## src/rtl/word_gen_range_ctrl.sv

```systemverilog
// Configuration loader and generation sequencer for a chain of word_gen_char_range instances.
// Parses range descriptors, drives per-range config strobes, then steps op_state until the top range wraps.
module word_gen_range_ctrl #(
    parameter int CHAR_BITS            = 7,
    parameter int CHARS_NUMBER_MAX     = (CHAR_BITS == 8) ? 224 : 96,
    parameter int RANGES_MAX           = 8,
    parameter int EXTRA_REGISTER_STAGE = 0,
    parameter int WORD_CNT_WIDTH       = 32
) (
    input  logic                      CLK,
    input  logic                      RESET_N,
    input  logic [7:0]                din,
    input  logic                      din_wr_en,
    output logic                      din_ready,
    output logic [CHAR_BITS-1:0]      conf_din,
    output logic [RANGES_MAX-1:0]     conf_en_num_chars,
    output logic                      num_chars_eq0,
    output logic                      num_chars_lt2,
    output logic [RANGES_MAX-1:0]     conf_en_start_idx,
    output logic                      start_idx_is_end,
    output logic [RANGES_MAX-1:0]     conf_en_chars,
    output logic [CHAR_BITS-1:0]      conf_char_addr,
    output logic                      pre_end_char,
    output logic [2:0]                op_state,
    output logic                      op_en,
    output logic                      carry_first,
    input  logic                      carry_last,
    input  logic                      word_ready,
    output logic                      word_valid,
    output logic                      op_done_sync,
    output logic [WORD_CNT_WIDTH-1:0] word_count,
    output logic                      error
);

    typedef enum logic [3:0] {
        S_IDLE, S_NUM_CHARS, S_START_IDX, S_CHARS, S_CFG_END,
        S_OP_START, S_OP_EXTRA, S_RUN, S_DONE, S_ERR
    } state_e;

    typedef enum logic [2:0] {
        OP_READY       = 3'd0,
        OP_START       = 3'd1,
        OP_EXTRA_STAGE = 3'd2,
        OP_NEXT_CHAR   = 3'd3,
        OP_NEXT_WORD   = 3'd4
    } op_state_e;

    localparam logic [8:0] RANGES_LIM = 9'(RANGES_MAX);
    localparam logic [8:0] CHARS_LIM  = 9'(CHARS_NUMBER_MAX);

    state_e                    state_q, state_d;
    logic                      din_ready_q, din_ready_d;
    logic [CHAR_BITS-1:0]      conf_din_q, conf_din_d;
    logic [RANGES_MAX-1:0]     en_num_q, en_num_d;
    logic                      eq0_q, eq0_d, lt2_q, lt2_d;
    logic [RANGES_MAX-1:0]     en_start_q, en_start_d;
    logic                      is_end_q, is_end_d;
    logic [RANGES_MAX-1:0]     en_chars_q, en_chars_d;
    logic [CHAR_BITS-1:0]      char_addr_q, char_addr_d;
    logic                      pre_end_q, pre_end_d;
    logic                      error_q, error_d;
    logic [WORD_CNT_WIDTH-1:0] word_count_q, word_count_d;
    logic [7:0]                n_ranges_q, n_ranges_d;
    logic [7:0]                range_q, range_d;
    logic [7:0]                num_chars_q, num_chars_d;
    logic [7:0]                char_idx_q, char_idx_d;

    logic                      accept;
    logic                      run_en;
    logic [RANGES_MAX-1:0]     range_onehot;
    logic [7:0]                range_inc;
    logic [7:0]                char_inc;
    logic                      more_ranges;

    assign accept      = din_wr_en & din_ready_q;
    assign run_en      = (state_q == S_RUN) & word_ready;
    assign range_inc   = range_q + 8'd1;
    assign char_inc    = char_idx_q + 8'd1;
    assign more_ranges = (range_inc < n_ranges_q);

    always_comb begin
        range_onehot = '0;
        for (int unsigned i = 0; i < RANGES_MAX; i++) begin
            range_onehot[i] = (range_q == 8'(i));
        end
    end

    always_comb begin
        state_d      = state_q;
        conf_din_d   = conf_din_q;
        en_num_d     = '0;
        eq0_d        = 1'b0;
        lt2_d        = 1'b0;
        en_start_d   = '0;
        is_end_d     = 1'b0;
        en_chars_d   = '0;
        char_addr_d  = char_addr_q;
        pre_end_d    = 1'b0;
        error_d      = error_q;
        word_count_d = word_count_q;
        n_ranges_d   = n_ranges_q;
        range_d      = range_q;
        num_chars_d  = num_chars_q;
        char_idx_d   = char_idx_q;

        if (accept) begin
            conf_din_d = din[CHAR_BITS-1:0];
        end

        case (state_q)
            S_IDLE: begin
                if (accept) begin
                    word_count_d = '0;
                    if (din == 8'd0 || {1'b0, din} > RANGES_LIM) begin
                        error_d = 1'b1;
                        state_d = S_ERR;
                    end else begin
                        n_ranges_d = din;
                        range_d    = '0;
                        state_d    = S_NUM_CHARS;
                    end
                end
            end
            S_NUM_CHARS: begin
                if (accept) begin
                    if ({1'b0, din} > CHARS_LIM) begin
                        error_d = 1'b1;
                        state_d = S_ERR;
                    end else begin
                        en_num_d    = range_onehot;
                        eq0_d       = (din == 8'd0);
                        lt2_d       = (din < 8'd2);
                        num_chars_d = din;
                        // An empty range carries no start_idx or char bytes.
                        if (din == 8'd0) begin
                            if (more_ranges) begin
                                range_d = range_inc;
                            end else begin
                                state_d = S_CFG_END;
                            end
                        end else begin
                            state_d = S_START_IDX;
                        end
                    end
                end
            end
            S_START_IDX: begin
                if (accept) begin
                    if (din >= num_chars_q) begin
                        error_d = 1'b1;
                        state_d = S_ERR;
                    end else begin
                        en_start_d = range_onehot;
                        is_end_d   = (din == num_chars_q - 8'd1);
                        char_idx_d = '0;
                        state_d    = S_CHARS;
                    end
                end
            end
            S_CHARS: begin
                if (accept) begin
                    en_chars_d  = range_onehot;
                    char_addr_d = char_idx_q[CHAR_BITS-1:0];
                    pre_end_d   = ({1'b0, char_idx_q} + 9'd2 == {1'b0, num_chars_q});
                    if (char_inc == num_chars_q) begin
                        if (more_ranges) begin
                            range_d = range_inc;
                            state_d = S_NUM_CHARS;
                        end else begin
                            state_d = S_CFG_END;
                        end
                    end else begin
                        char_idx_d = char_inc;
                    end
                end
            end
            S_CFG_END:  state_d = S_OP_START;
            S_OP_START: state_d = (EXTRA_REGISTER_STAGE != 0) ? S_OP_EXTRA : S_RUN;
            S_OP_EXTRA: state_d = S_RUN;
            S_RUN: begin
                if (run_en) begin
                    if (word_count_q != '1) begin
                        word_count_d = word_count_q + 1'b1;
                    end
                    if (carry_last) begin
                        state_d = S_DONE;
                    end
                end
            end
            S_DONE:  state_d = S_IDLE;
            S_ERR:   state_d = S_ERR;
            default: state_d = S_IDLE;
        endcase

        din_ready_d = (state_d == S_IDLE) || (state_d == S_NUM_CHARS) ||
                      (state_d == S_START_IDX) || (state_d == S_CHARS);
    end

    always_ff @(posedge CLK or negedge RESET_N) begin
        if (!RESET_N) begin
            state_q      <= S_IDLE;
            din_ready_q  <= 1'b0;
            conf_din_q   <= '0;
            en_num_q     <= '0;
            eq0_q        <= 1'b0;
            lt2_q        <= 1'b0;
            en_start_q   <= '0;
            is_end_q     <= 1'b0;
            en_chars_q   <= '0;
            char_addr_q  <= '0;
            pre_end_q    <= 1'b0;
            error_q      <= 1'b0;
            word_count_q <= '0;
            n_ranges_q   <= '0;
            range_q      <= '0;
            num_chars_q  <= '0;
            char_idx_q   <= '0;
        end else begin
            state_q      <= state_d;
            din_ready_q  <= din_ready_d;
            conf_din_q   <= conf_din_d;
            en_num_q     <= en_num_d;
            eq0_q        <= eq0_d;
            lt2_q        <= lt2_d;
            en_start_q   <= en_start_d;
            is_end_q     <= is_end_d;
            en_chars_q   <= en_chars_d;
            char_addr_q  <= char_addr_d;
            pre_end_q    <= pre_end_d;
            error_q      <= error_d;
            word_count_q <= word_count_d;
            n_ranges_q   <= n_ranges_d;
            range_q      <= range_d;
            num_chars_q  <= num_chars_d;
            char_idx_q   <= char_idx_d;
        end
    end

    always_comb begin
        case (state_q)
            S_OP_START: op_state = OP_START;
            S_OP_EXTRA: op_state = OP_EXTRA_STAGE;
            S_RUN:      op_state = OP_NEXT_CHAR;
            default:    op_state = OP_READY;
        endcase
    end

    assign din_ready         = din_ready_q;
    assign conf_din          = conf_din_q;
    assign conf_en_num_chars = en_num_q;
    assign num_chars_eq0     = eq0_q;
    assign num_chars_lt2     = lt2_q;
    assign conf_en_start_idx = en_start_q;
    assign start_idx_is_end  = is_end_q;
    assign conf_en_chars     = en_chars_q;
    assign conf_char_addr    = char_addr_q;
    assign pre_end_char      = pre_end_q;
    assign op_en             = run_en;
    assign word_valid        = run_en;
    assign carry_first       = 1'b1;
    assign op_done_sync      = (state_q == S_DONE);
    assign word_count        = word_count_q;
    assign error             = error_q;

endmodule

```

## config.mk

```make
export PLATFORM = sky130hd
export DESIGN_NAME = word_gen_range_ctrl
export DESIGN_NICKNAME = d
export VERILOG_FILES = /design/src/rtl/word_gen_range_ctrl.sv
export SDC_FILE = /design/constraint.sdc
export NUM_CORES = 1
export LEC_CHECK = 0
export ABC_AREA = 1
export CAP_MARGIN = 20
export CELL_PAD_IN_SITES_DETAIL_PLACEMENT = 2
export CELL_PAD_IN_SITES_GLOBAL_PLACEMENT = 2
export CORE_UTILIZATION = 34
export DETAILED_ROUTE_END_ITERATION = 10
export PLACE_DENSITY_LB_ADDON = 0.05
export SYNTH_ARGS = -nofsm -noshare
export SYNTH_HDL_FRONTEND = slang
export SYNTH_SLANG_ARGS = --single-unit
```

## constraint.sdc

```tcl
create_clock -name CLK -period 6.7 [get_ports CLK]
set_clock_uncertainty 0.15 [all_clocks]
set_input_delay 0.67 -clock CLK [delete_from_list [all_inputs] [get_ports CLK]]
set_output_delay 0.67 -clock CLK [all_outputs]
set_load 0.005 [all_outputs]
```

After elaboration in Yosys (flattened, before gate mapping)
Cells that the tools add are included. Widths: inputs -> output; s select.

Input bits: 13. Word-level logic and storage cells: 148. Output and inout bits: 83. Register bits after elaboration: 112.

Bitwise gates (word level): 4. Reduce and logical (&&, ||, !) cells: 20. Muxes and demuxes: 59. Equality and inequality tests: 38. Order comparisons: 5. $add $sub $neg: 5.

Operators with widths (count): $mux 8 (20); $mux 32 (3); $pmux 32 s2 (1); $mux 4 (12); $add 32x1->32 const B (1); $eq 8x3->1 const B (4); $ne 32x32->1 const B (1); $pmux 4 s8 (1); $ne 2x2->1 const B (14); $pmux 8 s3 (1); $mux 1 (17); $add 8x1->8 const B (2); $eq 4x2->1 const B (4); $eq 4x3->1 const B (4); $eq 8x2->1 const B (2); $eq 8x8->1 (2); $logic_not 8->1 (2); $pmux 8 s2 (1); $add 8x2->9 const B (1); $eq 9x8->1 (1); $eq 4x1->1 const B (2); $eq 4x4->1 const B (2); $eq 8x1->1 const B (1); $ge 8x8->1 (1); 22 further kinds (31).

Depth between registers and ports, before layout
Word-level depth: 11. Depth in mapped cells: 16. Depth with buffers taken out: 16.

Least setup slack after synthesis
No wires, ideal clock.

Path kind: register to register. From: register range_q[2]. To: register range_q[6]. Cell stages (with the launch flop): 16. Slack: 4.084 ns. Required time: 6.433 ns. Arrival time: 2.349 ns. Library setup time: 0.117 ns. Buffers on the path: 1. Clock period less this slack: 2.616 ns. Cell sequence: dfrtp_1 inv_1 nor3_1 nand3_1 nor2_1 nand2_1 xor2_1 ha_1 a21o_1 a21oi_1 nand2_1 nand2_1 nand3_4 buf_6 nand2_2 o21ai_2.

Longest elaborated chain between the ends: 7. Elaborated cells between the ends (all ways): 9. Those cells by class: add/sub: 1; order compare: 1; mux: 7.

Ends and longest elaborated chain: start, declared (RTL line 64) `logic [7:0] range_q, range_d;`; start signal, assigned (RTL line 233) `range_q <= range_d;`; $add 8x1->8 * (RTL line 77) `assign range_inc = range_q + 8'd1;`; $lt 8x8->1 (RTL line 79) `assign more_ranges = (range_inc < n_ranges_q);`; $mux 8 * (RTL line 136, 166); $mux 8 (RTL line 135) `if (din == 8'd0) begin`; $mux 8 (RTL line 126) `if ({1'b0, din} > CHARS_LIM) begin`; $mux 8 (RTL line 125) `if (accept) begin`; $pmux 8 s3 * (RTL line 110) `case (state_q)`.

Every way passes the cells marked *; elsewhere a longest branch is shown, timed or not. The select of a mux whose other input is x is not followed. A chain may end at the register's enable or synchronous reset.

Final worst setup path
From: register range_q[2]. To: register range_q[0].

Longest elaborated chain between the ends: 7. Elaborated cells between the ends (all ways): 9. Those cells by class: add/sub: 1; order compare: 1; mux: 7.

Ends and longest elaborated chain (RTL line): $add 8x1->8 * (77); $lt 8x8->1 * (79); $mux 8 *; $mux 8 (3 in a row); $pmux 8 s3 *.

Marked as above.

==> results.ini <==
[run_status]
status = completed

[clocking]
cts_tree = done
cts_hold_buf = 0
path_clk_slew_ns = 0.08
cts_sinks = 112
clock_latency_ns = 0.37
clockRootBuffer = clkbuf_16
cts_resized = 0
postCtsSetupBuffers = 0
htreeDepth = 3
clockBufferDepth = 2
cts_buffers = 9

[power_and_ir_drop]
ir_worst_vdd_mv = 0.146
p_leak_nw = 3.64
finalPower_mw = 2.53
switching_share_pct = 43.4
switching_power_mw = 1.10
pwr-share-clk_pct = 23.6
power.internal_mw = 1.43
power_frac_seq_pct = 35.2
p_per_area_nw_per_um2 = 307
pwr-share-comb_pct = 41.2

[setup_path]
rrSetupSlack_ns = 3.63
slowest_stage = dfrtp_1
ff2ff_path_depth = 14
worst-path-max-fanout = 16
critical_path.startpoint = range_q[2]
cp.required_ns = 6.80
crit_chain = inv_1, nor3_1, nand3_1, nor2_1, nand2_1, xor2_1, ha_1, a21o_1, a21oi_1, nand2_1, nand2_1, nand3_4, nand2_1, o21ai_2
critical_path_class = register to register
r2r_start = range_q[2]
arrival_ns = 3.17
crit_buf_inv = 1
cp-end-kind = register
r2r-end = range_q[0]
start_kind = register
path_delay_family = simple AND/OR/NAND/NOR gates
cpPeakStageDelay_ns = 0.45
crit_top_cell = nand2_1

[place]
gp_congestion = 0.860
port-buffer-count = 93
dp_hpwl_mm = 17.7

[timing]
period_share_pct = 45.9
hold_viol = 0
setup_violations = 0
fmax_ghz = 0.326
hold_slack_ns = 0.220
slew_violations = 0
tns_ns = 0
relSlewSlack_pct = 42.3
grt_setup_unrepaired = false
tightest_slew_ns = 0.865
fin_crit_ns = 3.07

[cells_and_area]
fin_nets = 1008
nFillCells = 2316
antenna_cells = 0
drive_above_1_share_pct = 7.06
area_delta_synth_final_pct = 21.2

[job]
maxCapViolCount = 0

[floorplan]
start_util_pct = 34.7
die_w_um = 143
rows = 51
die_area_sq_um = 20500
die_h_um = 143
pin_count = 96
coreArea_sq_um = 19500

[logic_synthesis]
synth_compound_area_share_pct = 7.23
yosys-mux-area-fraction_pct = 0
synth_top_family_by_area = simple AND/OR/NAND/NOR gates
yosys.area_share.adder_pct = 4.24
yosysWarnings = 0
synthSimpleGateAreaFrac_pct = 32.8
ys_ff_latch = 112
yosysSeqAreaShare_pct = 41.3
synth_area_sq_um = 6780
synth_edf_count = 0
synthCells = 892
ys_types = 46
synth_nets = 928
async_reset_ff_share_pct = 100
synth_xor_area_share_pct = 6.85
syn_area_per_cell_sq_um = 7.60
synth-main-ff-cell = dfrtp_1

[global_routing]
antenna_found_initial = 0
grt_util_all_layers_pct = 23.6
grt_max_degree = 63
grt_pass1_vias = 6943
grt_first_pass_wirelength_mm = 37.2
grt-ovfl-total = 0

[drt]
vias = 6169
avgRoutedWirePerCell_um = 18.2
drt_iter0_drc = 163
first_pass_iters = 4
route.detailed.drc = 0
finalWirelength_mm = 22.6
final_antenna_net_count = 0
routed_via_density = 4.97

[worst_hold_path]
worstHoldPathType = input port to async pin

## worst max-delay path by stage
stage	to	slack, ns	depth (start not counted)
after global placement	word_count[10]	3.64	6
after floorplan	range_q[6]	4.08	15
after CTS	range_q[0]	3.57	14
final	range_q[0]	3.63	14
after global routing	range_q[0]	3.26	14
after detailed placement	word_count[28]	3.53	7
## metal layers
layer / vias up / global-route usage, % / wire length, um / part of all wire (%)
li1: 2993 / - / - / -
met1: 3062 / 29.8 / 10200 / 45
met2: 91 / 42.1 / 11500 / 51
met3: 23 / 3.32 / 507 / 2.2
met4: 0 / 6.44 / 386 / 1.7
met5: - / 0 / 0 / 0
## synthesized netlist by cell type, types with 3 or more instances
cell | n | area, sq um
a21oi_1 | 13 | 65.1
buf_2 | 5 | 25.0
buf_4 | 7 | 52.6
clkbuf_1 | 9 | 33.8
dfrtp_1 | 112 | 2800
ha_1 | 23 | 288
inv_1 | 88 | 330
inv_2 | 4 | 15.0
nand2_1 | 261 | 980
nand2_2 | 7 | 43.8
nand2_4 | 3 | 33.8
nand3_1 | 54 | 270
nand3b_1 | 3 | 22.5
nand4_1 | 23 | 144
nor2_1 | 107 | 402
nor2_2 | 6 | 37.5
nor2_4 | 4 | 45.0
nor3_1 | 24 | 120
o21ai_0 | 32 | 160
o21ai_1 | 9 | 45.0
o21ai_2 | 17 | 149
or2_2 | 3 | 18.8
xnor2_1 | 21 | 184
xor2_1 | 32 | 280
## logic make-up (layout without fill, tap and decap cells)
logic type,count (synthesis),after routing
and+or+nand+nor,503,503
buffers and inverters,119,204
DFF,112,112
AOI/OAI and AO/OA,80,80
xor gates and xnor gates,53,53
adders and majority gates,23,23
other,2,2
## registers in the layout, summed over array words and instances, names as in the netlist, 4 cells and up
signal and count:
word_count 32, conf_din 7, range_q 8, conf_en_num_chars 8, conf_en_chars 8, char_idx_q 8
conf_char_addr 7, conf_en_start_idx 8, num_chars_q 8, state_q 4, n_ranges_q 8
## per-stage QoR
step | util (%) | worst slack (ns) | instances | instance area, sq um
finish | 42.1 | 3.63 | 1242 | 8220
detailed placement | 40.4 | 3.53 | 1226 | 7900
global placement | 40.4 | 3.64 | 1226 | 7900
floorplan | - | 4.08 | 892 | 6780
CTS | 42.1 | 3.57 | 1242 | 8220
global route | 42.1 | 3.26 | 1242 | 8220
## cells in the final DEF (no fill, tap or decap), drive strengths merged
| cell | instances |
|---|---|
| ha | 23 |
| dfrtp | 112 |
| inv | 96 |
| o21a | 1 |
| a2111oi | 1 |
| o211ai | 2 |
| a21o | 2 |
| nor2 | 117 |
| nand2 | 271 |
| clkbuf | 10 |
| clkinv | 3 |
| o2111ai | 1 |
| a211oi | 1 |
| conb | 2 |
| o21ai | 58 |
| nor3b | 1 |
| nand3b | 4 |
| nor4 | 2 |
| buf | 2 |
| clkdlybuf4s50 | 92 |
| a21oi | 13 |
| nor3 | 25 |
| a221oi | 1 |
| xnor2 | 21 |
| nand3 | 56 |
| bufinv | 1 |
| nand4 | 24 |
| xor2 | 32 |
| or2 | 3 |
## cell type report
class	count	area, sq um	share of cell area, %
Clock buffer	10	239	2.91
Clock inverter	6	82.6	1.00
Inverter	94	355	4.32
Multi-Input combinational cell	661	3470	42.2
Sequential cell	112	2800	34.1
Tap cell	265	332	4.03
Timing Repair Buffer	94	936	11.4
## power by group through the flow
| stage | logic [mW] | registers (mW) | clock network, mW |
|---|---|---|---|
| after floorplan | 0.731 | 0.855 | 0 |
| final | 1.04 | 0.890 | 0.595 |
| after CTS | 1.06 | 0.890 | 0.613 |
| after global routing | 1.18 | 0.906 | 0.636 |
| after global placement | 1.00 | 0.893 | 0 |
| after detailed placement | 1.05 | 0.902 | 0 |
Power figures use the tool's default switching activity.
